### src/rtl/fetch_enqueuer.sv
// fetch_enqueuer
//   Sequential instruction fetch front end. Issues word-aligned requests to
//   an in-order instruction memory and pushes {pc, instr} pairs into a
//   downstream queue. Outstanding requests plus buffered responses never
//   exceed MAX_OUT, so every response that comes back has a skid slot. A
//   flush redirects the fetch stream and silently drains the responses that
//   are still in flight for the old stream.
//
//   state | meaning
//   ------+------------------------------------------------------------
//   IDLE  | just out of reset, moves to RUN on the first clock
//   RUN   | issue requests, capture responses, enqueue skid entries
//   DRAIN | discard drop_cnt stale responses after a flush, no issue
//
// Ports
//   clk, reset          rising-edge clock, asynchronous active-low reset
//   stall               freezes request issue and enqueue (not capture)
//   flush, redirect_pc  discard fetch stream, restart at redirect_pc
//   imem_req/imem_addr  request strobe and word address
//   imem_valid/imem_data in-order response strobe and instruction word
//   halt                downstream queue full
//   enque/enque_data    push strobe and {pc, instr} entry (0 when idle)
//   err                 sticky: response seen with nothing outstanding
module fetch_enqueuer #(
  parameter logic [31:0] RESET_PC = 32'h0000_0000,
  parameter int          MAX_OUT  = 2,
  parameter              TAG      = "Fetch"
) (
  input  logic        clk,
  input  logic        reset,
  input  logic        stall,
  input  logic        flush,
  input  logic [31:0] redirect_pc,
  output logic        imem_req,
  output logic [31:0] imem_addr,
  input  logic        imem_valid,
  input  logic [31:0] imem_data,
  input  logic        halt,
  output logic        enque,
  output logic [63:0] enque_data,
  output logic        err
);

  localparam int CNT_W = $clog2(MAX_OUT + 1);
  localparam int PTR_W = $clog2(MAX_OUT);

  localparam logic [CNT_W-1:0] CNT_ONE  = CNT_W'(1);
  localparam logic [CNT_W:0]   LIMIT    = (CNT_W + 1)'(MAX_OUT);
  localparam logic [PTR_W-1:0] PTR_ONE  = PTR_W'(1);
  localparam logic [PTR_W-1:0] PTR_LAST = PTR_W'(MAX_OUT - 1);

  localparam logic [1:0] S_IDLE  = 2'd0;
  localparam logic [1:0] S_RUN   = 2'd1;
  localparam logic [1:0] S_DRAIN = 2'd2;

  logic [1:0]       state_q, state_d;
  logic [31:0]      pc_q, pc_d;
  logic [CNT_W-1:0] out_cnt_q, out_cnt_d;
  logic [CNT_W-1:0] drop_cnt_q, drop_cnt_d;
  logic [CNT_W-1:0] skid_cnt_q, skid_cnt_d;
  logic [PTR_W-1:0] skid_wr_q, skid_wr_d;
  logic [PTR_W-1:0] skid_rd_q, skid_rd_d;
  logic [PTR_W-1:0] tag_wr_q, tag_wr_d;
  logic [PTR_W-1:0] tag_rd_q, tag_rd_d;
  logic             err_q, err_d;

  logic [63:0] skid_mem_q [MAX_OUT];
  logic [63:0] skid_mem_d [MAX_OUT];
  logic [31:0] tag_mem_q  [MAX_OUT];
  logic [31:0] tag_mem_d  [MAX_OUT];

  logic [CNT_W:0] occupancy;
  logic           room;
  logic           issue;
  logic           rsp_ok;
  logic           rsp_bad;
  logic           capture;
  logic           pop;

  function automatic logic [PTR_W-1:0] ptr_inc(input logic [PTR_W-1:0] p);
    return (p == PTR_LAST) ? '0 : p + PTR_ONE;
  endfunction

  // Issue is gated on in-flight plus buffered entries so a response always
  // finds a free skid slot, even while the downstream queue is halted.
  assign occupancy = {1'b0, out_cnt_q} + {1'b0, skid_cnt_q};
  assign room      = occupancy < LIMIT;
  assign issue     = (state_q == S_RUN) && !stall && !flush && room;
  assign rsp_ok    = imem_valid && (out_cnt_q != '0);
  assign rsp_bad   = imem_valid && (out_cnt_q == '0);
  assign capture   = rsp_ok && (state_q == S_RUN) && !flush;
  assign pop       = (skid_cnt_q != '0) && !halt && !stall && !flush;

  assign imem_req   = issue;
  assign imem_addr  = pc_q;
  assign enque      = pop;
  assign enque_data = pop ? skid_mem_q[skid_rd_q] : 64'd0;
  assign err        = err_q;

  always_comb begin
    out_cnt_d = out_cnt_q;
    if (issue && !rsp_ok) begin
      out_cnt_d = out_cnt_q + CNT_ONE;
    end else if (!issue && rsp_ok) begin
      out_cnt_d = out_cnt_q - CNT_ONE;
    end
  end

  always_comb begin
    state_d    = state_q;
    pc_d       = pc_q;
    drop_cnt_d = drop_cnt_q;
    skid_cnt_d = skid_cnt_q;
    skid_wr_d  = skid_wr_q;
    skid_rd_d  = skid_rd_q;
    tag_wr_d   = tag_wr_q;
    tag_rd_d   = tag_rd_q;
    skid_mem_d = skid_mem_q;
    tag_mem_d  = tag_mem_q;
    err_d      = err_q | rsp_bad;

    if (flush) begin
      // No issue happens during flush, so out_cnt_d is exactly the number
      // of old-stream responses still to come back.
      pc_d       = redirect_pc;
      drop_cnt_d = out_cnt_d;
      state_d    = (out_cnt_d != '0) ? S_DRAIN : S_RUN;
      skid_cnt_d = '0;
      skid_wr_d  = '0;
      skid_rd_d  = '0;
      tag_wr_d   = '0;
      tag_rd_d   = '0;
    end else begin
      case (state_q)
        S_IDLE: begin
          state_d = S_RUN;
        end
        S_RUN: begin
          if (issue) begin
            tag_mem_d[tag_wr_q] = pc_q;
            tag_wr_d            = ptr_inc(tag_wr_q);
            pc_d                = pc_q + 32'd4;
          end
          if (capture) begin
            skid_mem_d[skid_wr_q] = {tag_mem_q[tag_rd_q], imem_data};
            skid_wr_d             = ptr_inc(skid_wr_q);
            tag_rd_d              = ptr_inc(tag_rd_q);
          end
          if (pop) begin
            skid_rd_d = ptr_inc(skid_rd_q);
          end
          if (capture && !pop) begin
            skid_cnt_d = skid_cnt_q + CNT_ONE;
          end else if (!capture && pop) begin
            skid_cnt_d = skid_cnt_q - CNT_ONE;
          end
        end
        S_DRAIN: begin
          if (rsp_ok) begin
            drop_cnt_d = drop_cnt_q - CNT_ONE;
            if (drop_cnt_q == CNT_ONE) begin
              state_d = S_RUN;
            end
          end
        end
        default: begin
          state_d = S_IDLE;
        end
      endcase
    end
  end

  always_ff @(posedge clk or negedge reset) begin
    if (!reset) begin
      state_q    <= S_IDLE;
      pc_q       <= RESET_PC;
      out_cnt_q  <= '0;
      drop_cnt_q <= '0;
      skid_cnt_q <= '0;
      skid_wr_q  <= '0;
      skid_rd_q  <= '0;
      tag_wr_q   <= '0;
      tag_rd_q   <= '0;
      err_q      <= 1'b0;
    end else begin
      state_q    <= state_d;
      pc_q       <= pc_d;
      out_cnt_q  <= out_cnt_d;
      drop_cnt_q <= drop_cnt_d;
      skid_cnt_q <= skid_cnt_d;
      skid_wr_q  <= skid_wr_d;
      skid_rd_q  <= skid_rd_d;
      tag_wr_q   <= tag_wr_d;
      tag_rd_q   <= tag_rd_d;
      err_q      <= err_d;
    end
  end

  // Storage only; validity is tracked by the reset pointers and counts.
  always_ff @(posedge clk) begin
    skid_mem_q <= skid_mem_d;
    tag_mem_q  <= tag_mem_d;
  end

`ifdef QUEUE
  always_ff @(posedge clk) begin
    $display("%s state=%0d pc=%h out_cnt=%0d skid_count=%0d drop_cnt=%0d",
             TAG, state_q, pc_q, out_cnt_q, skid_cnt_q, drop_cnt_q);
  end
`endif

endmodule

### config.mk
export PLATFORM = sky130hd
export DESIGN_NAME = fetch_enqueuer
export DESIGN_NICKNAME = d
export VERILOG_FILES = /design/src/rtl/fetch_enqueuer.sv
export SDC_FILE = /design/constraint.sdc
export NUM_CORES = 1
export LEC_CHECK = 0
export ABC_AREA = 1
export CAP_MARGIN = 25
export CORE_MARGIN = 3
export CORE_UTILIZATION = 50
export CTS_BUF_LIST = sky130_fd_sc_hd__clkbuf_8 sky130_fd_sc_hd__clkbuf_16
export DETAILED_ROUTE_END_ITERATION = 8
export PLACE_DENSITY = 0.78
export SLEW_MARGIN = 20
export SYNTH_ARGS = -nofsm -noshare
export SYNTH_HDL_FRONTEND = slang
export SYNTH_SLANG_ARGS = --single-unit
export TNS_END_PERCENT = 1
### constraint.sdc
create_clock -name clk -period 5 [get_ports clk]
set_clock_uncertainty 0.2 [all_clocks]
set_input_delay 1 -clock clk [delete_from_list [all_inputs] [get_ports clk]]
set_output_delay 1 -clock clk [all_outputs]
set_load 0.05 [all_outputs]
* Word-level counts from Yosys, hierarchy flattened *
Index checks and enable logic that the tools add are counted.

word-level totals
  output and inout port bits = 99
  bits of input ports = 70
  logic and storage cells = 133
  bits in registers = 237

operators by class
  bitwise logic cells = 6
  equal/unequal tests = 6
  $add $sub $neg = 11
  reductions and logical operators = 43
  order comparisons = 7
  mux-type cells = 46

operators by type and width
  kind                                                                          count
  64-bit two-way mux                                                            5
  32-bit two-way mux                                                            7
  128-bit bitwise mux                                                           1
  64-bit bitwise mux                                                            1
  64-bit demux with 1-bit select                                                1
  32-bit by 3-bit adder with 32-bit output, second input constant               1
  32-bit demux with 1-bit select                                                1
  2-bit two-way mux                                                             13
  2-bit nonzero test                                                            9
  1-bit logical AND                                                             16
  1-bit two-way mux                                                             16
  2-bit AND reduction                                                           5
  3-bit AND reduction                                                           3
  2-bit greater-or-equal comparator, second input constant                      4
  1-bit NOT with 2-bit output                                                   4
  1-bit logical NOT                                                             7
  3-bit inequality test, second input constant                                  2
  2-bit one-hot mux with 3 select lines                                         1
  2-bit by 1-bit subtractor with 2-bit output, second input constant            3
  1-bit adder, second input constant                                            4
  2-bit by 1-bit adder with 2-bit output, second input constant                 2
  2-bit by 1-bit equality test with 1-bit output, second input constant         2
  2-bit logical NOT                                                             2
  2-bit by 1-bit less-than comparator with 1-bit output, second input constant  2
  7 further kinds                                                               7

* Longest topological paths before layout *
  depth in word-level cells = 11
  mapped depth = 14
  depth with buffers taken out = 14

* Worst setup path before layout *
No wires, ideal clock.

  path type = input-to-reg
  start = input port imem_valid
  end = register skid_mem_q[100] in the netlist's numbering, enable pin
  cell stages on the path = 4
  setup slack = 0.312 ns
  path buffers = 0
  required time = 4.313 ns
  data arrival time = 4.001 ns
  cell sequence = inv_1 nor2_2 nand2_1 nor2_1

on the way
  cells in the longest elaborated chain, start to end = 4

ends and longest elaborated chain
  element                               line  text
  start: declaration                    36    input logic imem_valid,
  1-bit logical AND                     89    assign rsp_ok = imem_valid && (out_cnt_q != '0);
  1-bit logical AND (2 in a row)        91    assign capture = rsp_ok && (state_q == S_RUN) && !flush;
  3-bit AND reduction (no source line)  --
  end signal: assignment                201   skid_mem_q <= skid_mem_d;
  end: declaration                      67    logic [63:0] skid_mem_q [MAX_OUT];

No other way between the ends.
A chain may end at the register's enable or synchronous reset.

* Final worst setup path *
  start = input port flush
  end = output port enque_data[39]

on the way
  cells in the longest elaborated chain, start to end = 3

ends and longest elaborated chain
  element             line  text
  start: declaration  32    input logic flush,
  1-bit logical NOT   92    assign pop = (skid_cnt_q != '0) && !halt && !stall && !flush;
  1-bit logical AND   92
  64-bit two-way mux  97    assign enque_data = pop ? skid_mem_q[skid_rd_q] : 64'd0;
  end: declaration    40    output logic [63:0] enque_data,

No other way between the ends.

==> flow_metrics.env <==
export IMPL_vdd_drop_max_mv=0.2993
export IMPL_cts_resized=0
export IMPL_synth_ff_type="edfxtp_1"
export IMPL_reg2reg_depth=12
export IMPL_cp_start_kind="input pin"
export IMPL_numClockSinks=237
export IMPL_finalCritPeriodShare_pct=83.00
export IMPL_dp_final_hpwl_mm=15.71
export IMPL_grt_start_max_net_pins=67
export IMPL_arrival_ns=2.95
export IMPL_syn_nets=1038
export IMPL_initial_core_util_pct=51.31
export IMPL_worstSetupStartpoint="flush"
export IMPL_grt_pass1_wl_mm=37.16
export IMPL_root_buffer="clkbuf_16"
export IMPL_fin_cells=1416
export IMPL_drive_gt1_share_pct=11.73
export IMPL_fin_nets=1207
export IMPL_areaGrowthSynthToFinish_pct=33.38
export IMPL_wl_met3_mm=1.752
export IMPL_path_clk_slew_ns=0.06
export IMPL_io_buffers=168
export IMPL_endpoint_kind="output pin"
export IMPL_crit_end="enque_data[39]"
export IMPL_finalHoldWorstSlack_ns=0.2571
export IMPL_wl_met1_mm=10.13
export IMPL_power_density_nw_per_um2=402.7
export IMPL_rsz0062_at_grt="no"
export IMPL_tritoncts="yes"
export IMPL_max_slew_margin_pct=49.97
export IMPL_hold_violations=0
export IMPL_cp_max_fo=66
export IMPL_ys_warn_count=0
export IMPL_crit_type="in2out"
export IMPL_postLayoutCoreUtil_pct=68.44
export IMPL_first_global_vias=7121
export IMPL_finalSetupViolCount=0
export IMPL_final_setup_tns_ns=0
export IMPL_die_y_um=147.8
export IMPL_drt_first_pass_iters=5
export IMPL_postSynth_asyncResetShare_pct=18.99
export IMPL_postRouteAntennaNets=0
export IMPL_gp_congestion=0.8956
export IMPL_routed_top_layer="met4"
export IMPL_synthCells=964
export IMPL_htree_levels=1
export IMPL_routedWlPerCell_um=16.53
export IMPL_wl_mm=23.41
export IMPL_tightest_slew_ns=0.7504
export IMPL_required_ns=3.80
export IMPL_r2r_start="out_cnt_q[0]"
export IMPL_antennaDiodeCount=0
export IMPL_vias_per_cell=5.150
export IMPL_slew_viol_final=0
export IMPL_pin_count=169
export IMPL_synth_enable_flop_cells=192
export IMPL_max_freq_mhz=241.0
export IMPL_r2r_setup_slack_ns=2.16
export IMPL_p_leak_nw=5.197
export IMPL_insertion_delay_ns=0.51
export IMPL_ys_ff_latch=237
export IMPL_dp_cells=1372
export IMPL_cts_max_path_buffers=3
export IMPL_remaining_drc_errors=0
export IMPL_maxCapViolations=0
export IMPL_track_usage_pct=21.24
export IMPL_overflow=0
export IMPL_rows=51
export IMPL_hold_class="reg2reg"
export IMPL_period_needed_ns=4.150
export IMPL_timing_rr_end="imem_addr[17]"
export IMPL_netlist_area_sq_um=10050
export IMPL_fillers=1447
export IMPL_syn_area_per_cell_sq_um=10.43
export IMPL_post_synth_num_cell_types=40
export IMPL_status="complete, no violations"
export IMPL_cts_made_buffers=24
export IMPL_routed_via_count=7292
export IMPL_yosysSeqAreaShare_pct=68.56
export IMPL_drt_iter0_markers=391
export IMPL_antenna_found_initial=0
export IMPL_postCtsSetupRepairBufs=0
export IMPL_cts_hold_buf=0
export IMPL_core_area_sq_um=19590
export IMPL_fp_dieW_um=147.8
export IMPL_wl_met2_mm=11.16
export IMPL_dieArea_sq_um=21840
-- flip-flops by register name (all words and copies together) (netlist names) --
register,count
drop_cnt_q,2
tag_mem_q,64
tag_rd_q,1
skid_cnt_q,2
tag_wr_q,1
out_cnt_q,2
skid_rd_q,1
state_q,2
skid_wr_q,1
skid_mem_q,128
err,1
imem_addr,32
-- cell usage after synthesis, types with 2 or more instances --
cell type	n	share of area (%)
buf_2	8	0.40
inv_2	3	0.11
o221ai_1	2	0.17
a21oi_1	68	3.4
nor2_2	4	0.25
clkbuf_1	26	0.97
inv_1	43	1.6
xnor2_1	2	0.17
o21ai_0	13	0.65
o22ai_1	2	0.12
clkinv_1	3	0.11
buf_6	2	0.22
dfrtp_1	45	11
o21ai_1	10	0.50
nor2_4	2	0.22
nor3_1	5	0.25
ha_1	3	0.37
nand3_1	35	1.7
o211ai_1	5	0.37
xor2_1	8	0.70
a31oi_1	2	0.12
nor2_1	65	2.4
o21bai_1	4	0.30
nand2_1	394	15
nand3b_1	4	0.30
edfxtp_1	192	57
-- cell type report --
cell class                      instances  area [sq um]  area share [%]
Inverter                               49         183.9           1.372
Timing Repair Buffer                  181          2447           18.25
Clock buffer                           26         639.4           4.769
Clock inverter                         18         82.58          0.6159
Multi-Input combinational cell        640          2830           21.11
Tap cell                              265         331.6           2.473
Sequential cell                       237          6893           51.41
-- per-stage QoR --
| step | worst slack (ns) | total power, mW | area [sq um] |
|---|---|---|---|
| finish | 0.8499 | 5.399 | 13410 |
| global route | 0.6757 | 5.653 | 13410 |
| CTS | 0.7916 | 5.438 | 13410 |
| detailed placement | 0.7948 | 3.818 | 12690 |
| global placement | 0.8513 | 3.780 | 12690 |
| floorplan | 0.3116 | 3.314 | 10050 |
-- cell usage in the layout, fill, tap and decap left out, types with 3 or more instances in the layout --
cell type        synthesis  final
clkdlybuf4s50_1          0    101
a21oi_1                 68     68
clkinv_1                 3      3
nor2_2                   4      6
edfxtp_1               192    192
inv_1                   43     54
clkbuf_16                0     25
nand3b_1                 4      4
nor2_4                   2      4
clkinv_2                 0      4
nor2_1                  65     61
inv_2                    3      4
o21bai_1                 4      4
dfrtp_1                 45     44
nor3_1                   5      5
o21ai_1                 10     10
xor2_1                   8      8
buf_12                   0     67
ha_1                     3      3
o21ai_0                 13     13
nand2_1                394    394
o211ai_1                 5      5
buf_4                    1     12
nand3_1                 35     34
-- report_power, final --
group	total, mW	switching [mW]	internal (mW)
clock network	1.62	0.705	0.916
registers	2.51	0.157	2.35
logic	1.27	0.835	0.431
total	5.40	1.70	3.70
-- metal layers --
layer  GRT usage [%]  vias to the layer above
met1           30.03                     3449
met2           34.66                      261
li1                -                     3556
met3           3.740                       26
met5               0                        -
met4           5.405                        0
-- critical path: stages --
cell and delay [ns]:
clkdlybuf4s50_1 0.74, inv_2 0.08, nand3_2 0.08, buf_4 0.56, a21oi_1 0.22, buf_12 0.21
-- worst min-delay path by stage --
stage,start,to,cells past startpoint
after floorplan,drop_cnt_q[1],drop_cnt_q[1],2
after global placement,err,err,1
after detailed placement,err,err,1
after CTS,err,err,1
after global routing,err,err,1
final,err,err,1
-- cells by family (layout without fill, tap and decap cells) --
logic type               count (synthesis)  after routing  synth area share, %
buffers and inverters                   87            274                3.535
AND/OR/NAND/NOR                        516            516                20.46
XOR/XNOR                                10             10               0.8714
adder cells (fa/ha/maj)                  4              4               0.5726
flip-flops                             237            237                68.56
AO/OA/AOI/OAI                          110            110                6.000
No activity file was read; power rests on OpenSTA's default activity.
